`config.mk`:
```
export PLATFORM = sky130hd
export DESIGN_NAME = envelope_adsr
export DESIGN_NICKNAME = d
export VERILOG_FILES = /design/src/rtl/envelope_adsr.sv
export SDC_FILE = /design/constraint.sdc
export NUM_CORES = 1
export LEC_CHECK = 0
export BUFFER_PORTS_ARGS = -buffer_cell sky130_fd_sc_hd__buf_2
export CAP_MARGIN = 20
export CORE_MARGIN = 4
export CORE_UTILIZATION = 50
export CTS_BUF_LIST = sky130_fd_sc_hd__clkbuf_2
export DETAILED_ROUTE_END_ITERATION = 10
export PLACE_DENSITY = 0.71
export SLEW_MARGIN = 0
export SYNTH_ARGS = -nofsm -noshare
export SYNTH_HDL_FRONTEND = slang
export SYNTH_SLANG_ARGS = --single-unit
```
`constraint.sdc`:
```
create_clock -name clk -period 11.2 [get_ports clk]
set_clock_uncertainty 0.15 [all_clocks]
set_input_delay 1.12 -clock clk [delete_from_list [all_inputs] [get_ports clk]]
set_output_delay 1.12 -clock clk [all_outputs]
set_load 0.01 [all_outputs]
```
`src/rtl/envelope_adsr.sv`:
```
// envelope_adsr: per-voice ADSR envelope generator; all state advances on sample_tick.
// Build macro ENVELOPE_ADSR_LINEAR_EN adds a 'linear' input that forces unit-size steps.

module envelope_adsr #(
    parameter int VOL_W         = 8,
    parameter int RATE_W        = 8,
    parameter int ATTACK_SHIFT  = 6,
    parameter int DECAY_SHIFT   = 5,
    parameter int RELEASE_SHIFT = 5
) (
    input  logic              clk,
    input  logic              rst,
    input  logic              sample_tick,
    input  logic              gate,
    input  logic [RATE_W-1:0] a,
    input  logic [RATE_W-1:0] d,
    input  logic [VOL_W-1:0]  s,
    input  logic [RATE_W-1:0] r,
`ifdef ENVELOPE_ADSR_LINEAR_EN
    input  logic              linear,
`endif
    output logic [VOL_W-1:0]  volume,
    output logic [2:0]        state,
    output logic              busy
);

    localparam logic [2:0] ST_IDLE    = 3'd0;
    localparam logic [2:0] ST_ATTACK  = 3'd1;
    localparam logic [2:0] ST_DECAY   = 3'd2;
    localparam logic [2:0] ST_SUSTAIN = 3'd3;
    localparam logic [2:0] ST_RELEASE = 3'd4;

    localparam logic [VOL_W-1:0]  VMAX    = {VOL_W{1'b1}};
    localparam logic [VOL_W-1:0]  ZERO_V  = {VOL_W{1'b0}};
    localparam logic [VOL_W-1:0]  ONE_V   = {{(VOL_W-1){1'b0}}, 1'b1};
    localparam logic [RATE_W:0]   ATT_ZERO = {(RATE_W+1){1'b0}};
    localparam logic [RATE_W+1:0] DR_ZERO  = {(RATE_W+2){1'b0}};

    // Every step moves the envelope by at least one LSB so each stage terminates.
    function automatic logic [VOL_W-1:0] step_size(input logic [VOL_W-1:0] raw,
                                                   input logic lin);
        logic [VOL_W-1:0] res;
        if (lin) begin
            res = ONE_V;
        end else if (raw == ZERO_V) begin
            res = ONE_V;
        end else begin
            res = raw;
        end
        return res;
    endfunction

    logic [2:0]        state_r;
    logic [2:0]        next_state_s;
    logic [VOL_W-1:0]  volume_r;
    logic [VOL_W-1:0]  vol_next_s;
    logic [RATE_W:0]   att_acc_r;
    logic [RATE_W:0]   att_acc_next_s;
    logic [RATE_W+1:0] dr_acc_r;
    logic [RATE_W+1:0] dr_acc_next_s;
    logic              busy_r;
    logic              lin_s;

    logic [RATE_W+1:0] att_sum_s;
    logic              att_carry_s;
    logic [RATE_W-1:0] dr_rate_s;
    logic [RATE_W+2:0] dr_sum_s;
    logic              dr_carry_s;

    logic [VOL_W-1:0]  att_step_s;
    logic [VOL_W:0]    att_total_s;
    logic [VOL_W-1:0]  att_vol_s;
    logic [VOL_W-1:0]  dec_gap_s;
    logic [VOL_W-1:0]  dec_step_s;
    logic [VOL_W-1:0]  dec_vol_s;
    logic [VOL_W-1:0]  rel_step_s;
    logic [VOL_W-1:0]  rel_vol_s;

`ifdef ENVELOPE_ADSR_LINEAR_EN
    assign lin_s = linear;
`else
    assign lin_s = 1'b0;
`endif

    // Phase accumulators: a step fires when the sum carries out of the accumulator width.
    assign att_sum_s   = {1'b0, att_acc_r} + {2'b00, a};
    assign att_carry_s = att_sum_s[RATE_W+1];
    assign dr_rate_s   = (state_r == ST_DECAY) ? d : r;
    assign dr_sum_s    = {1'b0, dr_acc_r} + {3'b000, dr_rate_s};
    assign dr_carry_s  = dr_sum_s[RATE_W+2];

    assign att_step_s  = step_size((VMAX - volume_r) >> ATTACK_SHIFT, lin_s);
    assign att_total_s = {1'b0, volume_r} + {1'b0, att_step_s};
    assign att_vol_s   = (att_total_s > {1'b0, VMAX}) ? VMAX : att_total_s[VOL_W-1:0];

    // The decay gap is only consumed while volume is above the sustain level.
    assign dec_gap_s   = volume_r - s;
    assign dec_step_s  = step_size(dec_gap_s >> DECAY_SHIFT, lin_s);
    assign dec_vol_s   = (dec_step_s >= dec_gap_s) ? s : (volume_r - dec_step_s);

    assign rel_step_s  = step_size(volume_r >> RELEASE_SHIFT, lin_s);
    assign rel_vol_s   = (rel_step_s >= volume_r) ? ZERO_V : (volume_r - rel_step_s);

    // State and datapath registers with synchronous reset.
    always_ff @(posedge clk) begin
        if (rst) begin
            state_r   <= ST_IDLE;
            volume_r  <= ZERO_V;
            att_acc_r <= ATT_ZERO;
            dr_acc_r  <= DR_ZERO;
            busy_r    <= 1'b0;
        end else begin
            state_r   <= next_state_s;
            volume_r  <= vol_next_s;
            att_acc_r <= att_acc_next_s;
            dr_acc_r  <= dr_acc_next_s;
            busy_r    <= (next_state_s != ST_IDLE);
        end
    end

    // Next-state selection, first matching rule per state wins.
    always_comb begin
        next_state_s = state_r;
        if (sample_tick) begin
            case (state_r)
                ST_IDLE: begin
                    if (gate) begin
                        next_state_s = ST_ATTACK;
                    end else begin
                        next_state_s = ST_IDLE;
                    end
                end
                ST_ATTACK: begin
                    if (!gate) begin
                        next_state_s = ST_RELEASE;
                    end else if (volume_r == VMAX) begin
                        next_state_s = ST_DECAY;
                    end else begin
                        next_state_s = ST_ATTACK;
                    end
                end
                ST_DECAY: begin
                    if (!gate) begin
                        next_state_s = ST_RELEASE;
                    end else if (volume_r <= s) begin
                        next_state_s = ST_SUSTAIN;
                    end else begin
                        next_state_s = ST_DECAY;
                    end
                end
                ST_SUSTAIN: begin
                    if (!gate) begin
                        next_state_s = ST_RELEASE;
                    end else begin
                        next_state_s = ST_SUSTAIN;
                    end
                end
                ST_RELEASE: begin
                    if (gate) begin
                        next_state_s = ST_ATTACK;
                    end else if (volume_r == ZERO_V) begin
                        next_state_s = ST_IDLE;
                    end else begin
                        next_state_s = ST_RELEASE;
                    end
                end
                default: next_state_s = ST_IDLE;
            endcase
        end else begin
            next_state_s = state_r;
        end
    end

    // Volume and accumulator updates; transition ticks only clear accumulators.
    always_comb begin
        vol_next_s     = volume_r;
        att_acc_next_s = att_acc_r;
        dr_acc_next_s  = dr_acc_r;
        if (sample_tick) begin
            case (state_r)
                ST_IDLE: begin
                    if (gate) begin
                        att_acc_next_s = ATT_ZERO;
                    end else begin
                        vol_next_s = volume_r;
                    end
                end
                ST_ATTACK: begin
                    if (!gate) begin
                        dr_acc_next_s = DR_ZERO;
                    end else if (volume_r == VMAX) begin
                        dr_acc_next_s = DR_ZERO;
                    end else begin
                        att_acc_next_s = att_sum_s[RATE_W:0];
                        if (att_carry_s) begin
                            vol_next_s = att_vol_s;
                        end else begin
                            vol_next_s = volume_r;
                        end
                    end
                end
                ST_DECAY: begin
                    if (!gate) begin
                        dr_acc_next_s = DR_ZERO;
                    end else if (volume_r <= s) begin
                        vol_next_s = volume_r;
                    end else begin
                        dr_acc_next_s = dr_sum_s[RATE_W+1:0];
                        if (dr_carry_s) begin
                            vol_next_s = dec_vol_s;
                        end else begin
                            vol_next_s = volume_r;
                        end
                    end
                end
                ST_SUSTAIN: begin
                    if (!gate) begin
                        dr_acc_next_s = DR_ZERO;
                    end else begin
                        vol_next_s = s;
                    end
                end
                ST_RELEASE: begin
                    if (gate) begin
                        att_acc_next_s = ATT_ZERO;
                    end else if (volume_r == ZERO_V) begin
                        vol_next_s = volume_r;
                    end else begin
                        dr_acc_next_s = dr_sum_s[RATE_W+1:0];
                        if (dr_carry_s) begin
                            vol_next_s = rel_vol_s;
                        end else begin
                            vol_next_s = volume_r;
                        end
                    end
                end
                default: begin
                    vol_next_s     = ZERO_V;
                    att_acc_next_s = ATT_ZERO;
                    dr_acc_next_s  = DR_ZERO;
                end
            endcase
        end else begin
            vol_next_s = volume_r;
        end
    end

    // Outputs come straight from registers.
    always_comb begin
        volume = volume_r;
        state  = state_r;
        busy   = busy_r;
    end

endmodule

```
---- Yosys cells after proc, flatten, opt, wreduce, memory -nomap -nowiden ----
Index checks and enable logic that the tools add are counted.
storage, ports and cells
  register bits after elaboration ......... 31
  bits in latches ......................... 0
  RAM bits ................................ 0
  ROM bits ................................ 0
  input bits .............................. 36
  output and inout bits ................... 12
  word-level logic and storage cells ...... 88
  memories kept ........................... 0
cells by class
  $add $sub $neg .......................... 7
  multiply operators ...................... 0
  div/mod/pow operators ................... 0
  $lt $le $gt $ge ......................... 4
  equal/unequal tests ..................... 19
  shift-type cells ........................ 0
  muxes and demuxes ....................... 40
  bitwise logic cells ..................... 2
  reduce and logical (&&, ||, !) cells .... 11
operators by type and width
  kind                   number
  $mux W8                14
  $mux W10               7
  $pmux W10 S5           1
  $pmux W8 S5            1
  $logic_not A8 Y1       4
  $mux W9                3
  $pmux W9 S3            1
  $mux W3                8
  $ne A2 B2 Y1 const B   11
  $ge A3 B8 Y1           2
  $sub A8 B3 Y8          2
  $pmux W3 S5            1
  $reduce_and A12 Y1     1
  $add A10 B8 Y11        1
  $add A9 B8 Y10         1
  $add A8 B2 Y9          1
  $gt A9 B8 Y1 const B   1
  $eq A8 B8 Y1 const B   1
  $le A8 B8 Y1           1
  $sub A8 B8 Y8          1
  $sub A8 B8 Y8 const A  1
  $reduce_and A7 Y1      1
  $eq A3 B2 Y1 const B   2
  $ne A3 B3 Y1 const B   2
  10 further kinds       14

---- Depth between registers and ports, before layout ----
Gate-level depths: netlist (run 1).
  word-level depth ........................ 10
  mapped depth ............................ 18
  mapped depth without buffers ............ 18

---- Least setup slack after synthesis (run 1) ----
No wires, ideal clock.
  path kind ............................... input port to flip-flop
  start ................................... in s[5]
  end ..................................... reg volume_r[1] (netlist: volume[1])
  arrival time ............................ 4.410 ns
  required time ........................... 10.964 ns
  slack ................................... 6.554 ns
  stages on the path ...................... 17
  path buffers ............................ 1
  path through ............................ inv_1 ha_1 clkbuf_1 nand4_1 a211oi_1 or4_1 and2_4 o21ai_1 inv_1 ha_1 nand2b_1 a21o_1 a21o_1 and4_1 a21boi_1 a221oi_1 a221oi_2
on the way
  word-level cells in the longest chain between the ends .. 9
  elaborated cells between the ends (all ways) .. 13
RTL lines
  element                                        RTL line  RTL
  start: declaration                             17        input logic [VOL_W-1:0] s,
  $sub A8 B8 Y8                                  97        assign dec_gap_s = volume_r - s;
  $logic_not A8 Y1                               45        end else if (raw == ZERO_V) begin
  $mux W3                                        45
  $sub A8 B3 Y8 or $ge A3 B8 Y1 (tied branches)  99        assign dec_vol_s = (dec_step_s >= dec_gap_s) ? s : (volume_r - dec_step_s);
  $mux W8                                        99
  $mux W8                                        209       if (dr_carry_s) begin
  $mux W8                                        205       end else if (volume_r <= s) begin
  $mux W8                                        203       if (!gate) begin
  $pmux W8 S5                                    180       case (state_r)
  end signal: assignment                         114       volume_r <= vol_next_s;
  end: declaration                               55        logic [VOL_W-1:0] volume_r;
Parallel ways exist; a longest one is shown, timed or not. The select of a mux whose other input is x is not followed.
A chain may end at the register's enable or synchronous reset.

---- Worst setup path after layout (run 1) ----
  start ................................... reg state_r[1] (netlist: state[1])
  end ..................................... reg volume_r[4] (netlist: volume[4])
on the way
  word-level cells in the longest chain between the ends .. 5
  elaborated cells between the ends (all ways) .. 20
RTL lines
  element                              RTL line  RTL
  start: declaration                   53        logic [2:0] state_r;
  start signal: assignment             113       state_r <= next_state_s;
  $eq A3 B2 Y1                         88, 180
  $mux W8                              88        assign dr_rate_s = (state_r == ST_DECAY) ? d : r;
  $add A10 B8 Y11                      89        assign dr_sum_s = {1'b0, dr_acc_r} + {3'b000, dr_rate_s};
  $ne A2 B2 Y1 (no source line)        -
  $reduce_and A12 Y1 (no source line)  -
Parallel ways exist; a longest one is shown, timed or not.

==> results.cfg, run 1 <==
[outcome]
run_status = complete, no violations

[hold_path]
hp-class = flop to flop

[clock_network]
cts_tree = built
clk_pin_slew_worst_paths_ns = 0.20
post-cts-setup-buffers = 0
cts_sinks = 31
cts_made_buffers = 5
cts_root_buffer = clkbuf_2
clk_latency_ns = 0.44
cts_max_path_buffers = 2
cts_resized = 0
hold_buffers = 0
htreeDepth = 2

[sta]
slew_viol_final = 0
fin_crit_sh_pct = 41.8
relSlewSlack_pct = 36.1
rsz0062_at_grt = no
fmax_mhz = 214
setup-violations-final = 0
fin_setup_tns_ns = 0
fin_crit_ns = 4.68
finalHoldViolCount = 0
tightest_slew_ns = 0.955

[final_layout]
syn_to_final_growth_pct = 8.96
layout-drive-gt1-share_pct = 16.5
nets = 573
antenna_cells = 0

[drt]
routed_wirelength_mm = 9.52
drc = 0
vias = 3594
dr_wl_met3_um = 630
drtAntennaViolNets = 0
drt_iter0_markers = 225
met2_wirelength_mm = 4.45
met1_length_mm = 4.27
top_layer = met4
drt-pass1-iter-count = 5
drt-vias-per-instance = 6.06
routedWlPerCell_um = 16.1

[power_and_ir_drop]
p_leak_nw = 1.68
power_density_mw_per_mm2 = 72.0
p_sw_uw = 109
p_int_uw = 169
ir_drop_v = 0.0000444
seqPwrFrac_pct = 42.5
swShare_pct = 39.1
total_power_uw = 278
p_clk_share_pct = 23.6
pwr-share-comb_pct = 33.9

[yosys]
synth_edf_count = 0
synthSimpleGateAreaFrac_pct = 21.9
yosysSeqAreaShare_pct = 17.5
ys_seq_elements = 31
synth.avg_cell_area_um2 = 7.71
synth.distinct_cells = 74
synth-xor-area-share_pct = 4.20
synth_compound_area_share_pct = 30.5
synth_top_area_cell = dfxtp_1
syn-instance-count = 460
synth_async_sr_flop_share_pct = 0
synthTopCellsByArea = dfxtp_1, ha_1, a21oi_1, inv_1, nand2_1
synth_fa_ha_area_share_pct = 15.7
syn_area_mm2 = 0.00355
synth_top_flop_cell = dfxtp_1
synthMuxAreaShare_pct = 3.39
yosys.area.top_type_share_pct = 17.5
synth_top_family_by_area = compound AO/OA/AOI/OAI gates
synthesis.nets = 537
ys.warnings.count = 0

[worst_setup_path]
cp-end-kind = flop
cpPeakStageDelay_ns = 0.79
cp.required_ns = 11.37
crit_type = flop to flop
cp_top_family = compound AO/OA/AOI/OAI gates
worstPathMaxFanout = 16
crit_slowest_cell = nor2_1
startpoint_type = flop
path_cells = nand2b_1 > nor2_1 > mux2_2 > ha_1 > inv_1 > fa_1 > nor2b_1 > o31a_1 > o221ai_1 > a32oi_1 > o311ai_4 > o41a_1
cp.buffers_inverters = 1
worst_ep_arrival_time_ns = 4.86

[floorplan]
row_count = 30
die_h_um = 92.2
die_w_um = 92.2
die_area_mm2 = 0.00850
core_region_area_mm2 = 0.00683
ios = 48
start_util_pct = 51.9

[grt]
grt_max_degree = 34
grt_pass1_wl_mm = 15.6
track_usage_pct = 22.4
antenna_found_initial = 0
grt_pass1_vias = 3317
grt-ovfl-total = 0

[place]
dp_hpwl_mm = 7.23
place.gp.congestion = 0.983
portBuffers = 47

[flow_run]
cap_viol_max_count = 0
## kinds of logic after synthesis
group	after synthesis
AOI/OAI and AO/OA	154
and+or+nand+nor	148
buffers and inverters	58
adders and majority gates	41
DFF	31
xor gates and xnor gates	17
muxes	11
## metal layers
layer	track usage, %	vias up
li1	-	1781
met5	0	-
met1	29.8	1651
met4	6.81	0
met3	3.28	19
met2	37.2	143
## power groups by stage
stage | combinational, mW | sequential (mW) | clock (mW)
after detailed placement | 0.0926 | 0.120 | 0
final | 0.0942 | 0.118 | 0.0655
after global placement | 0.0908 | 0.120 | 0
after CTS | 0.0933 | 0.118 | 0.0673
after floorplan | 0.0708 | 0.118 | 0
after global routing | 0.105 | 0.119 | 0.0712
## layout by cell type, fill, tap and decap left out, drive strengths merged, types with 5 or more instances in the layout
cell,n
a21o,10
clkbuf,5
a31oi,5
ha,35
nand3,15
nor3,14
and3,5
nor2,28
nand2b,12
a21oi,48
nor2b,7
xnor2,13
mux2,8
nand2,35
o21a,5
fa,6
a211oi,7
o21ai,28
or3,5
buf,48
inv,39
dfxtp,31
a221oi,9
## registers in the layout, summed over array words and instances, names as in the netlist
register,cells
volume,8
busy,1
state,3
att_acc_r,9
dr_acc_r,10
## synth_stat cells (all sizes together), types with 5 or more instances
cell / number
a21oi: 48
inv: 38
ha: 35
nand2: 35
dfxtp: 31
nor2: 28
o21ai: 28
nand3: 15
nor3: 14
xnor2: 13
nand2b: 12
clkbuf: 11
a21o: 10
a221oi: 9
buf: 8
mux2: 8
a211oi: 7
nor2b: 7
fa: 6
a31oi: 5
and3: 5
o21a: 5
or3: 5
## final cells by class
class / instances / area [um2]
multi-input combinational: 371 / 2690
sequential: 31 / 621
fill: 682 / 2970
clock inverter: 3 / 23.8
tap: 96 / 120
inverter: 39 / 146
clock buffer: 5 / 25.0
timing repair buffer: 48 / 243
## stage by stage
step / hold slack [ns] / utilization (%) / area (um2) / cells / setup WS, ns
3_3_place_gp: 0.294 / 55.8 / 3810 / 585 / 6.20
4_1_cts: 0.324 / 56.6 / 3860 / 593 / 6.53
2_1_floorplan: 0.286 / - / 3550 / 460 / 6.55
5_1_grt: 0.342 / 56.6 / 3860 / 593 / 6.14
3_5_place_dp: 0.300 / 55.8 / 3810 / 585 / 6.17
6_report: 0.321 / 56.6 / 3860 / 593 / 6.52
## worst min-delay path: cells and delay by family (launching register included)
| family | cells | cell delay (ns) |
|---|---|---|
| flops | 1 | 0.35 |
| simple gates | 1 | 0.05 |
| compound gates | 1 | 0.05 |
## final timing paths
kind | from | endpoint | slack, ns | cells past startpoint
max | state[1] | volume[4] | 6.52 | 12
min | dr_acc_r[0] | dr_acc_r[0] | 0.32 | 2
max reg2reg | state[1] | volume[4] | 6.52 | 12
min reg2reg | dr_acc_r[0] | dr_acc_r[0] | 0.32 | 2
Power figures use the tool's default switching activity.
==> run 2, diff against run 1 <==
--- a/config.mk
+++ b/config.mk
@@ -11,7 +11,7 @@
 export CORE_UTILIZATION = 50
 export CTS_BUF_LIST = sky130_fd_sc_hd__clkbuf_2
 export DETAILED_ROUTE_END_ITERATION = 10
-export PLACE_DENSITY = 0.71
+export PLACE_DENSITY = 0.74
 export SLEW_MARGIN = 0
 export SYNTH_ARGS = -nofsm -noshare
 export SYNTH_HDL_FRONTEND = slang
==> constraint.sdc (replaced) <==
create_clock -name clk -period 4.2 [get_ports clk]
set_clock_uncertainty 0.15 [all_clocks]
set_input_delay 0.42 -clock clk [delete_from_list [all_inputs] [get_ports clk]]
set_output_delay 0.42 -clock clk [all_outputs]
set_load 0.01 [all_outputs]
==> run 2 against run 1 <==
  * Critical path depth increased by 3
  * Clock power increased by 140%
  * First-iteration DRC count decreased by 11%
  * Critical endpoint unchanged
  * Largest power group unchanged
==> results.cfg, run 2 (synthesis gave the netlist of run 1 again) <==
[final_layout]
largest_register_ffs = 10
nets = 596
syn_to_final_growth_pct = 14.2
layout_common_cells = a21oi_1, buf_2, inv_1, nand2_1, ha_1
layout-drive-gt1-share_pct = 21.2
antenna_cells = 0
seq_area_um2 = 621
post-route-cell-area_mm2 = 0.00405
regMostFlops = dr_acc_r
fillers = 678
multi_input_area_mm2 = 0.00270

[drt]
drtAntennaViolNets = 0
routed_wirelength_mm = 9.98
routedWlPerCell_um = 16.2
drc = 0
drt-vias-per-instance = 6.01
drt_iter0_markers = 201
drt-pass1-iter-count = 5
vias = 3705

[worst_setup_path]
worstPathMaxFanout = 5
startpoint_type = flop
cp.required_ns = 4.35
crit_type = flop to flop
reg2reg_setup_slack_ns = 0.17
worst_ep_arrival_time_ns = 4.18
cp-end-kind = flop

[clock_network]
cts_root_buffer = clkbuf_2
cts_sinks = 31
htreeDepth = 2
clk_pin_slew_worst_paths_ns = 0.19
cts_made_buffers = 5
cts_tree = built
cts_resized = 0
hold_buffers = 0
post-cts-setup-buffers = 0
cts_max_path_buffers = 2
clk_latency_ns = 0.38

[sta]
setup-violations-final = 0
fmax_mhz = 248
finalHoldViolCount = 0
setup_ws_ns = 0.172
tightest_slew_ns = 0.769
fin_crit_ns = 4.03
slew_viol_final = 0
fin_crit_sh_pct = 95.9
relSlewSlack_pct = 48.4

[place]
place.gp.congestion = 0.986
portBuffers = 47
placed_cell_area_mm2 = 0.00398
dp_hpwl_mm = 7.80
dpl_worst_slack_ns = 0.0380

[floorplan]
start_util_pct = 51.9
die_h_um = 92.2
row_count = 30
core_region_area_mm2 = 0.00683
die_area_mm2 = 0.00850
die_w_um = 92.2
ios = 48

[outcome]
run_status = complete, no violations

[grt]
grt_pass1_vias = 3506
grt-ovfl-total = 0
antenna_found_initial = 0
track_usage_pct = 23.3
grt_max_degree = 34
grt_pass1_wl_mm = 16.2

[power_and_ir_drop]
power_density_mw_per_mm2 = 183
p_leak_nw = 1.80
total_power_uw = 743
ir_drop_v = 0.000155

[flow_run]
cap_viol_max_count = 0

[hold_path]
hp-class = input pin to flop
run 2: cell count changes in the layout (fill, tap and decap cells not counted), sizes merged:
cell / previous run / this run
buf: 48 / 70
clkdlybuf4s15: 0 / 1
clkinv: 1 / 2
inv: 39 / 38
run 2: final cells by class:
type,count,area share [%]
Sequential cell,31,15.3
Multi-Input combinational cell,371,66.6
Tap cell,96,2.97
Inverter,39,3.61
Timing Repair Buffer,71,10.3
Clock buffer,5,0.618
Clock inverter,3,0.494
run 2: path summary, 6_finish.rpt:
kind | from | end | cells past startpoint
worst max-delay path | volume[1] | volume[4] | 15
worst min-delay path | s[7] | volume[7] | 3
worst max register to register | volume[1] | volume[4] | 15
worst min register to register | att_acc_r[6] | att_acc_r[6] | 2
run 2: layer usage:
metal  GRT usage [%]  share of wire (%)  vias up
met5               0                  0        -
met4            7.30                1.6        0
met3            3.94                5.6       13
met2            41.1                 49      115
met1            28.8                 44     1758
li1                -                  -     1819
run 2: through the flow:
stage                     std cells  util (%)  setup TNS (ns)  hold slack [ns]
after floorplan                 460         -               0            0.286
after global placement          607      58.3               0            0.294
after detailed placement        607      58.3               0            0.305
after CTS                       615      58.9               0            0.196
after global routing            616      59.3        -0.00314            0.208
final                           616      59.3               0            0.211
run 2: power by group:
part	internal, mW	switching, mW	total (mW)
Clock	0.0394	0.119	0.159
Combinational	0.121	0.159	0.280
Sequential	0.300	0.00361	0.304
run 2: critical path, cell delays in order, from the launching register on:
cell and delay, ns:
dfxtp_1 0.50, ha_1 0.29, nand2b_1 0.15, a211oi_1 0.11, or4_1 0.53, and2_4 0.22
o21ai_2 0.15, inv_1 0.06, ha_1 0.27, nand2b_1 0.14, a21o_1 0.17, a21o_1 0.18
and4_2 0.26, and3_1 0.19, o21a_1 0.18, o41a_1 0.39
